--- config.mk ---
export PLATFORM = sky130hd
export DESIGN_NAME = future_round_ctrl_flat
export DESIGN_NICKNAME = d
export VERILOG_FILES = /design/src/rtl/future_round_if.sv /design/src/rtl/future_round_ctrl.sv /design/src/flat_wrapper.sv
export SDC_FILE = /design/constraint.sdc
export NUM_CORES = 1
export LEC_CHECK = 0
export CAP_MARGIN = 20
export CORE_ASPECT_RATIO = 0.75
export CORE_MARGIN = 5
export CORE_UTILIZATION = 33
export DETAILED_ROUTE_END_ITERATION = 8
export MAX_ROUTING_LAYER = met4
export PLACE_DENSITY = 0.82
export RECOVER_POWER = 100
export SYNTH_ARGS = -nofsm -noshare
export SYNTH_HDL_FRONTEND = slang
export SYNTH_SLANG_ARGS = --single-unit
--- constraint.sdc ---
create_clock -name clk -period 3.1 [get_ports clk]
set_input_delay 0.62 -clock clk [delete_from_list [all_inputs] [get_ports clk]]
set_output_delay 0.62 -clock clk [all_outputs]
set_load 0.05 [all_outputs]
--- src/rtl/future_round_if.sv ---
// Host/datapath handshake and control bundle for the FUTURE round controller.
// master: the controller; slave: the host plus round datapath it steers.
interface future_round_if #(
  parameter int unsigned RW = 4
);
  logic          in_valid;
  logic          in_ready;
  logic          out_valid;
  logic          out_ready;
  logic [0:63]   mux_sel;
  logic          state_en;
  logic [RW-1:0] round_idx;
  logic          key_sel;
  logic          last_round;
  logic          busy;

  modport master (
    input  in_valid,
    input  out_ready,
    output in_ready,
    output out_valid,
    output mux_sel,
    output state_en,
    output round_idx,
    output key_sel,
    output last_round,
    output busy
  );

  modport slave (
    output in_valid,
    output out_ready,
    input  in_ready,
    input  out_valid,
    input  mux_sel,
    input  state_en,
    input  round_idx,
    input  key_sel,
    input  last_round,
    input  busy
  );
endinterface

--- src/rtl/future_round_ctrl.sv ---
// Iteration controller for the FUTURE 64-bit cipher: one load then NROUNDS rounds.
// Optional FUTURE_CTRL_ABORT_EN adds an abort input that cancels a block in LOAD/ROUND.
module future_round_ctrl #(
  parameter int unsigned NROUNDS = 10,
  parameter int unsigned RW      = 4
) (
  input  logic clk,
  input  logic rst,
`ifdef FUTURE_CTRL_ABORT_EN
  input  logic abort,
`endif
  future_round_if.master bus
);

  localparam int unsigned MUX_W = 64;
  localparam logic [RW-1:0] LAST_IDX = RW'(NROUNDS);

  typedef enum logic [1:0] {
    S_IDLE  = 2'd0,
    S_LOAD  = 2'd1,
    S_ROUND = 2'd2,
    S_DONE  = 2'd3
  } state_e;

  state_e        state_q;
  state_e        state_d;
  logic [RW-1:0] cnt_q;
  logic [RW-1:0] cnt_d;
  logic          abort_c;

  logic             in_ready_c;
  logic             out_valid_c;
  logic [MUX_W-1:0] mux_sel_c;
  logic             state_en_c;
  logic             busy_c;

`ifdef FUTURE_CTRL_ABORT_EN
  assign abort_c = abort;
`else
  assign abort_c = 1'b0;
`endif

  // State and round counter register
  always_ff @(posedge clk) begin
    if (rst) begin
      state_q <= S_IDLE;
      cnt_q   <= '0;
    end else begin
      state_q <= state_d;
      cnt_q   <= cnt_d;
    end
  end

  // Next-state and output decode; only in_ready (DONE) and state_en (abort) see inputs
  always_comb begin
    state_d     = state_q;
    cnt_d       = cnt_q;
    in_ready_c  = 1'b0;
    out_valid_c = 1'b0;
    mux_sel_c   = '0;
    state_en_c  = 1'b0;
    busy_c      = 1'b0;

    unique case (state_q)
      S_IDLE: begin
        in_ready_c = 1'b1;
        cnt_d      = '0;
        if (bus.in_valid) begin
          state_d = S_LOAD;
        end
      end

      S_LOAD: begin
        mux_sel_c  = '1;
        busy_c     = 1'b1;
        state_en_c = ~abort_c;
        if (abort_c) begin
          state_d = S_IDLE;
          cnt_d   = '0;
        end else begin
          state_d = S_ROUND;
          cnt_d   = RW'(1);
        end
      end

      S_ROUND: begin
        busy_c     = 1'b1;
        state_en_c = ~abort_c;
        if (abort_c) begin
          state_d = S_IDLE;
          cnt_d   = '0;
        end else if (cnt_q == LAST_IDX) begin
          state_d = S_DONE;
        end else begin
          cnt_d = cnt_q + RW'(1);
        end
      end

      S_DONE: begin
        out_valid_c = 1'b1;
        in_ready_c  = bus.out_ready;
        if (bus.out_ready) begin
          // Back-to-back: a waiting block is loaded without an IDLE bubble
          state_d = bus.in_valid ? S_LOAD : S_IDLE;
          cnt_d   = '0;
        end
      end

      default: begin
        state_d = S_IDLE;
        cnt_d   = '0;
      end
    endcase
  end

  assign bus.in_ready   = in_ready_c;
  assign bus.out_valid  = out_valid_c;
  assign bus.mux_sel    = mux_sel_c;
  assign bus.state_en   = state_en_c;
  assign bus.busy       = busy_c;
  assign bus.round_idx  = cnt_q;
  assign bus.key_sel    = cnt_q[0];
  assign bus.last_round = (cnt_q == LAST_IDX);

endmodule

--- src/flat_wrapper.sv ---
// flat-port wrapper written by rule: the top's interface ports become plain ports
module future_round_ctrl_flat 
#(
  parameter int unsigned NROUNDS = 10,
  parameter int unsigned RW      = 4
)
  (clk, rst, bus_in_valid, bus_out_ready, bus_in_ready, bus_out_valid, bus_mux_sel, bus_state_en, bus_round_idx, bus_key_sel, bus_last_round, bus_busy);
  future_round_if #(.RW(RW)) bus_i ();
  input  logic clk;
  input  logic rst;
  input wire logic [$bits(bus_i.in_valid)-1:0] bus_in_valid;
  input wire logic [$bits(bus_i.out_ready)-1:0] bus_out_ready;
  output wire logic [$bits(bus_i.in_ready)-1:0] bus_in_ready;
  output wire logic [$bits(bus_i.out_valid)-1:0] bus_out_valid;
  output wire logic [$bits(bus_i.mux_sel)-1:0] bus_mux_sel;
  output wire logic [$bits(bus_i.state_en)-1:0] bus_state_en;
  output wire logic [$bits(bus_i.round_idx)-1:0] bus_round_idx;
  output wire logic [$bits(bus_i.key_sel)-1:0] bus_key_sel;
  output wire logic [$bits(bus_i.last_round)-1:0] bus_last_round;
  output wire logic [$bits(bus_i.busy)-1:0] bus_busy;
  assign bus_i.in_valid = bus_in_valid;
  assign bus_i.out_ready = bus_out_ready;
  assign bus_in_ready = bus_i.in_ready;
  assign bus_out_valid = bus_i.out_valid;
  assign bus_mux_sel = bus_i.mux_sel;
  assign bus_state_en = bus_i.state_en;
  assign bus_round_idx = bus_i.round_idx;
  assign bus_key_sel = bus_i.key_sel;
  assign bus_last_round = bus_i.last_round;
  assign bus_busy = bus_i.busy;
  future_round_ctrl #(.NROUNDS(NROUNDS), .RW(RW)) u_core (.clk(clk), .rst(rst), .bus(bus_i));
endmodule
Yosys cells after proc, flatten, opt, wreduce, memory -nomap -nowiden
Cells that the tools add are included.

storage, ports and cells
  bits in registers = 6
  input bits = 4
  output and inout port bits = 74
  logic and storage cells = 27

cells by class
  $add $sub $neg = 1
  eq/ne operators = 8
  muxes and demuxes = 12
  reduce and logical (&&, ||, !) cells = 4

operators by type and width
  cell                                                              count
  64-bit 2-to-1 mux                                                 1
  4-bit one-hot mux with 4 select lines                             1
  4-bit 2-to-1 mux                                                  2
  2-bit inequality test (second input constant)                     4
  2-bit one-hot mux with 4 select lines                             1
  2-bit 2-to-1 mux                                                  3
  4-bit by 1-bit adder with 4-bit output (second input constant)    1
  2-bit == test (second input constant)                             2
  4-bit == test (second input constant)                             1
  1-bit 2-to-1 mux                                                  3
  3-bit AND reduction                                               1
  2-bit by 1-bit == test with 1-bit output (second input constant)  1
  2-bit zero test                                                   1
  1-bit one-hot mux with 2 select lines                             1
  2-bit AND reduction                                               1
  2-bit OR reduction                                                1

Longest topological paths before layout
  depth after elaboration = 3
  gate-level depth with buffers = 5

Worst setup path before layout
OpenSTA, ideal clock, no wires.

  path type = register to output
  start point = register u_core.state_q[1]
  end point = output bus_mux_sel[10]
  arrival = 2.349 ns
  slack = 0.131 ns
  cell stages (with the launch flop) = 4
  cells stage by stage = dfxtp_1 inv_1 ha_1 buf_4

between the ends
  cells in the longest elaborated chain, start to end = 2

ends and longest elaborated chain
  element                                   line                     text
  from (decl)                               future_round_ctrl.sv:25  state_e state_q;
  from (signal assigned)                    future_round_ctrl.sv:49  state_q <= state_d;
  2-bit by 1-bit == test with 1-bit output  future_round_ctrl.sv:64  unique case (state_q)
  64-bit 2-to-1 mux                         future_round_ctrl.sv:64
  to (decl)                                 flat_wrapper.sv:15       output wire logic [$bits(bus_i.mux_sel)-1:0] bus_mux_sel;

Every way passes these cells.

Worst setup path in the final report
  start point = register u_core.state_q[0]
  end point = output bus_busy

between the ends
  cells in the longest elaborated chain, start to end = 3

ends and longest elaborated chain
  element                                                                           line                     text
  2-bit by 1-bit == test with 1-bit output / 2-bit == test (equally long branches)  future_round_ctrl.sv:64
  2-bit OR reduction (no source line) (*)                                           --
  1-bit 2-to-1 mux (*)                                                              future_round_ctrl.sv:64
  to (decl)                                                                         flat_wrapper.sv:20       output wire logic [$bits(bus_i.busy)-1:0] bus_busy;

Mark *: on every way between the ends. The rest lies on a longest branch, timed or not.

==> summary.md <==
| Metric | Value |
|---|---|
| Outcome | `completed` |
| FP Rows | `16` |
| Pins Over Slew Limit | `0` |
| Peak fanout along the critical path | `8` |
| Post-Route Setup TNS | `0 ns` |
| Routed Antenna Nets | `0` |
| Core Box Area | `2680 um2` |
| Total track usage | `9.60%` |
| Clk slew on worst S/H paths | `0.04 ns` |
| Die area | `4070 um2` |
| DRT iter0 DRCs | `16` |
| Synthesis-to-layout area growth | `4.07%` |
| Crit Path Class | `reg -> out` |
| Syn Inst Count | `118` |
| Placer Congestion | `0.835` |
| Async SR Flop Fraction | `0%` |
| Worst path bufs/invs | `2` |
| CTS max path bufs | `2` |
| Final setup violating endpoints | `0` |
| Ports | `78` |
| Crit path cell chain | `inv_1 > ha_1 > dlygate4sd3_1` |
| Fin crit share | `87.5%` |
| Post-synthesis sequential area ratio | `12.6%` |
| Synthesized net count | `129` |
| Die Wd | `72.0 um` |
| Fmax achieved | `369 MHz` |
| Die H | `56.5 um` |
| Area of the mapped netlist | `952 um2` |
| Slowest CP cell | `dlygate4sd3_1` |
| Cell variety after synth | `24` |
| CTS H-Tree Depth | `1` |
| Root Driver | `clkbuf_8` |
| Fill cell count | `322` |
| Worst slew pin tran | `0.952 ns` |
| CTS hold repair buffers | `0` |
| Clock latency on the worst-skew pair | `0.23 ns` |
| Routed len/inst | `12.7 um` |
| Clk_skew | `0.00364 ns` |
| Crit. End Element | `primary output` |
| Num CTS Buffers | `3` |
| Worst Path Required | `2.48 ns` |
| Post-synth top area cell | `buf_4` |
| Min-Delay Path Class | `reg -> reg` |
| Worst Path Arrival | `2.09 ns` |
| Final instance area | `991 um2` |
| Largest net degree at the start of global routing | `66` |
| Slew margin rel. | `36.5%` |
| Ant diodes | `0` |
| Top_reg_cell synth | `dfxtp_1` |
| Via density | `4.28` |
| Mean Syn Cell Area | `8.07 um2` |
| Seq cells post-synth | `6` |
| TritonCTS clock tree | `yes` |
| Wirelength, routed | `2.14 mm` |
| Initial antenna violation count | `0` |
| Setup bufs post-CTS | `0` |
| Crit path max-delay family | `buffers and inverters` |
| First-pass GRT wire length | `3.06 mm` |
| DRC viols | `0` |
| Fin nets | `146` |
| RSZ-0062 raised after global routing | `no` |
| Pre-Repair DR Iteration Count | `4` |
| YS warnings | `0` |
| Top post-synthesis cells by area | `buf_4 (51%), dfxtp_1 (13%), ha_1 (9.2%)` |
| CTS resizes | `0` |
| Number of I/O port buffers | `77` |
| DR vias | `724` |
| Critical Path Max Stage Delay | `0.92 ns` |
| Post-DP HPWL | `1.73 mm` |
| Minimum clock period | `2.71 ns` |
| Crit start category | `flop` |
| Vias in the first global route | `630` |
| Max-Cap Viols | `0` |
| Synth top area share | `51.2%` |
| Layout cells sized above 1 | `53.4%` |
| Fin. Hold Viols | `0` |
| Global route overflow | `0` |
| Clock Sinks | `6` |
| Initial Util | `35.5%` |
| Cell Area, Placed | `1120 um2` |
| Post-synth EDFFs | `0` |
-- cell usage in the layout, fill, tap and decap left out, types with 2 or more instances in the layout --
cell type	count
clkbuf_8	3
dlygate4sd3_1	10
nor2b_1	2
or4_1	3
inv_1	6
clkbuf_2	65
clkdlybuf4s50_1	2
dfxtp_1	6
nand2b_1	5
a21oi_1	6
ha_1	6
o21ai_0	3
-- flip-flops by register name, summed over array words and instances (netlist names) --
register / flops
u_core.state_q: 2
u_core.bus.round_idx: 4
-- path summary, 6_finish.rpt --
check,startpoint,endpoint,slack (ns),cells after the start
setup reg to reg,u_core.state_q[1],u_core.bus.round_idx[0],1.06,6
setup / recovery,u_core.state_q[0],bus_busy,0.39,3
hold reg to reg,u_core.state_q[1],u_core.state_q[1],0.55,2
hold / removal,u_core.state_q[1],u_core.state_q[1],0.55,2
-- layer usage --
| metal | up-vias | part of all wire, % | GRT usage, % |
|---|---|---|---|
| met5 | - | 0 | - |
| met4 | 0 | 1.2 | 4.02 |
| met3 | 4 | 17 | 4.81 |
| met2 | 60 | 42 | 15.7 |
| met1 | 307 | 39 | 9.69 |
| li1 | 353 | - | - |
-- cells by family after synthesis --
logic type / share of synthesized area (%)
compound gates: 9.33
fa+ha+maj: 9.20
buf+inv: 54.8
flops: 12.6
mux: 1.05
simple gates: 13.0
-- tightest hold or removal path: cells and delay by family, from the launching register on --
kind | cells | cell delay [ns]
flip-flops | 1 | 0.34
AND/OR/NAND/NOR | 1 | 0.09
multiplexers | 1 | 0.06
-- metrics by stage --
stage                     hold WS, ns  setup slack (ns)  instances  util [%]
after floorplan                 0.496             0.131        118         -
after global placement          0.516             0.760        166      41.6
after detailed placement        0.535             0.714        166      41.6
after CTS                       0.550             0.459        169      43.1
after global routing            0.569             0.252        169      36.9
final                           0.545             0.388        169      36.9
-- layout make-up --
type	instances	area, um2	share of cell area, %
flip-flops and latches	6	120	12.1
clock buffers	3	41.3	4.17
multi-input cells	40	313	31.6
inverters	6	22.5	2.27
well taps	36	45.0	4.55
repair buffers	78	449	45.3
-- synthesized netlist by cell type (2+ instances only) --
cell type  number
dfxtp_1         6
buf_4          65
or4_1           3
o21ai_0         3
nand2b_1        5
inv_1           6
ha_1            7
a21oi_1         6
nor2b_1         2
Power is left out: the tool's default activity adds up to more than one toggle a clock period on the data nets, which glitch-free logic cannot reach.
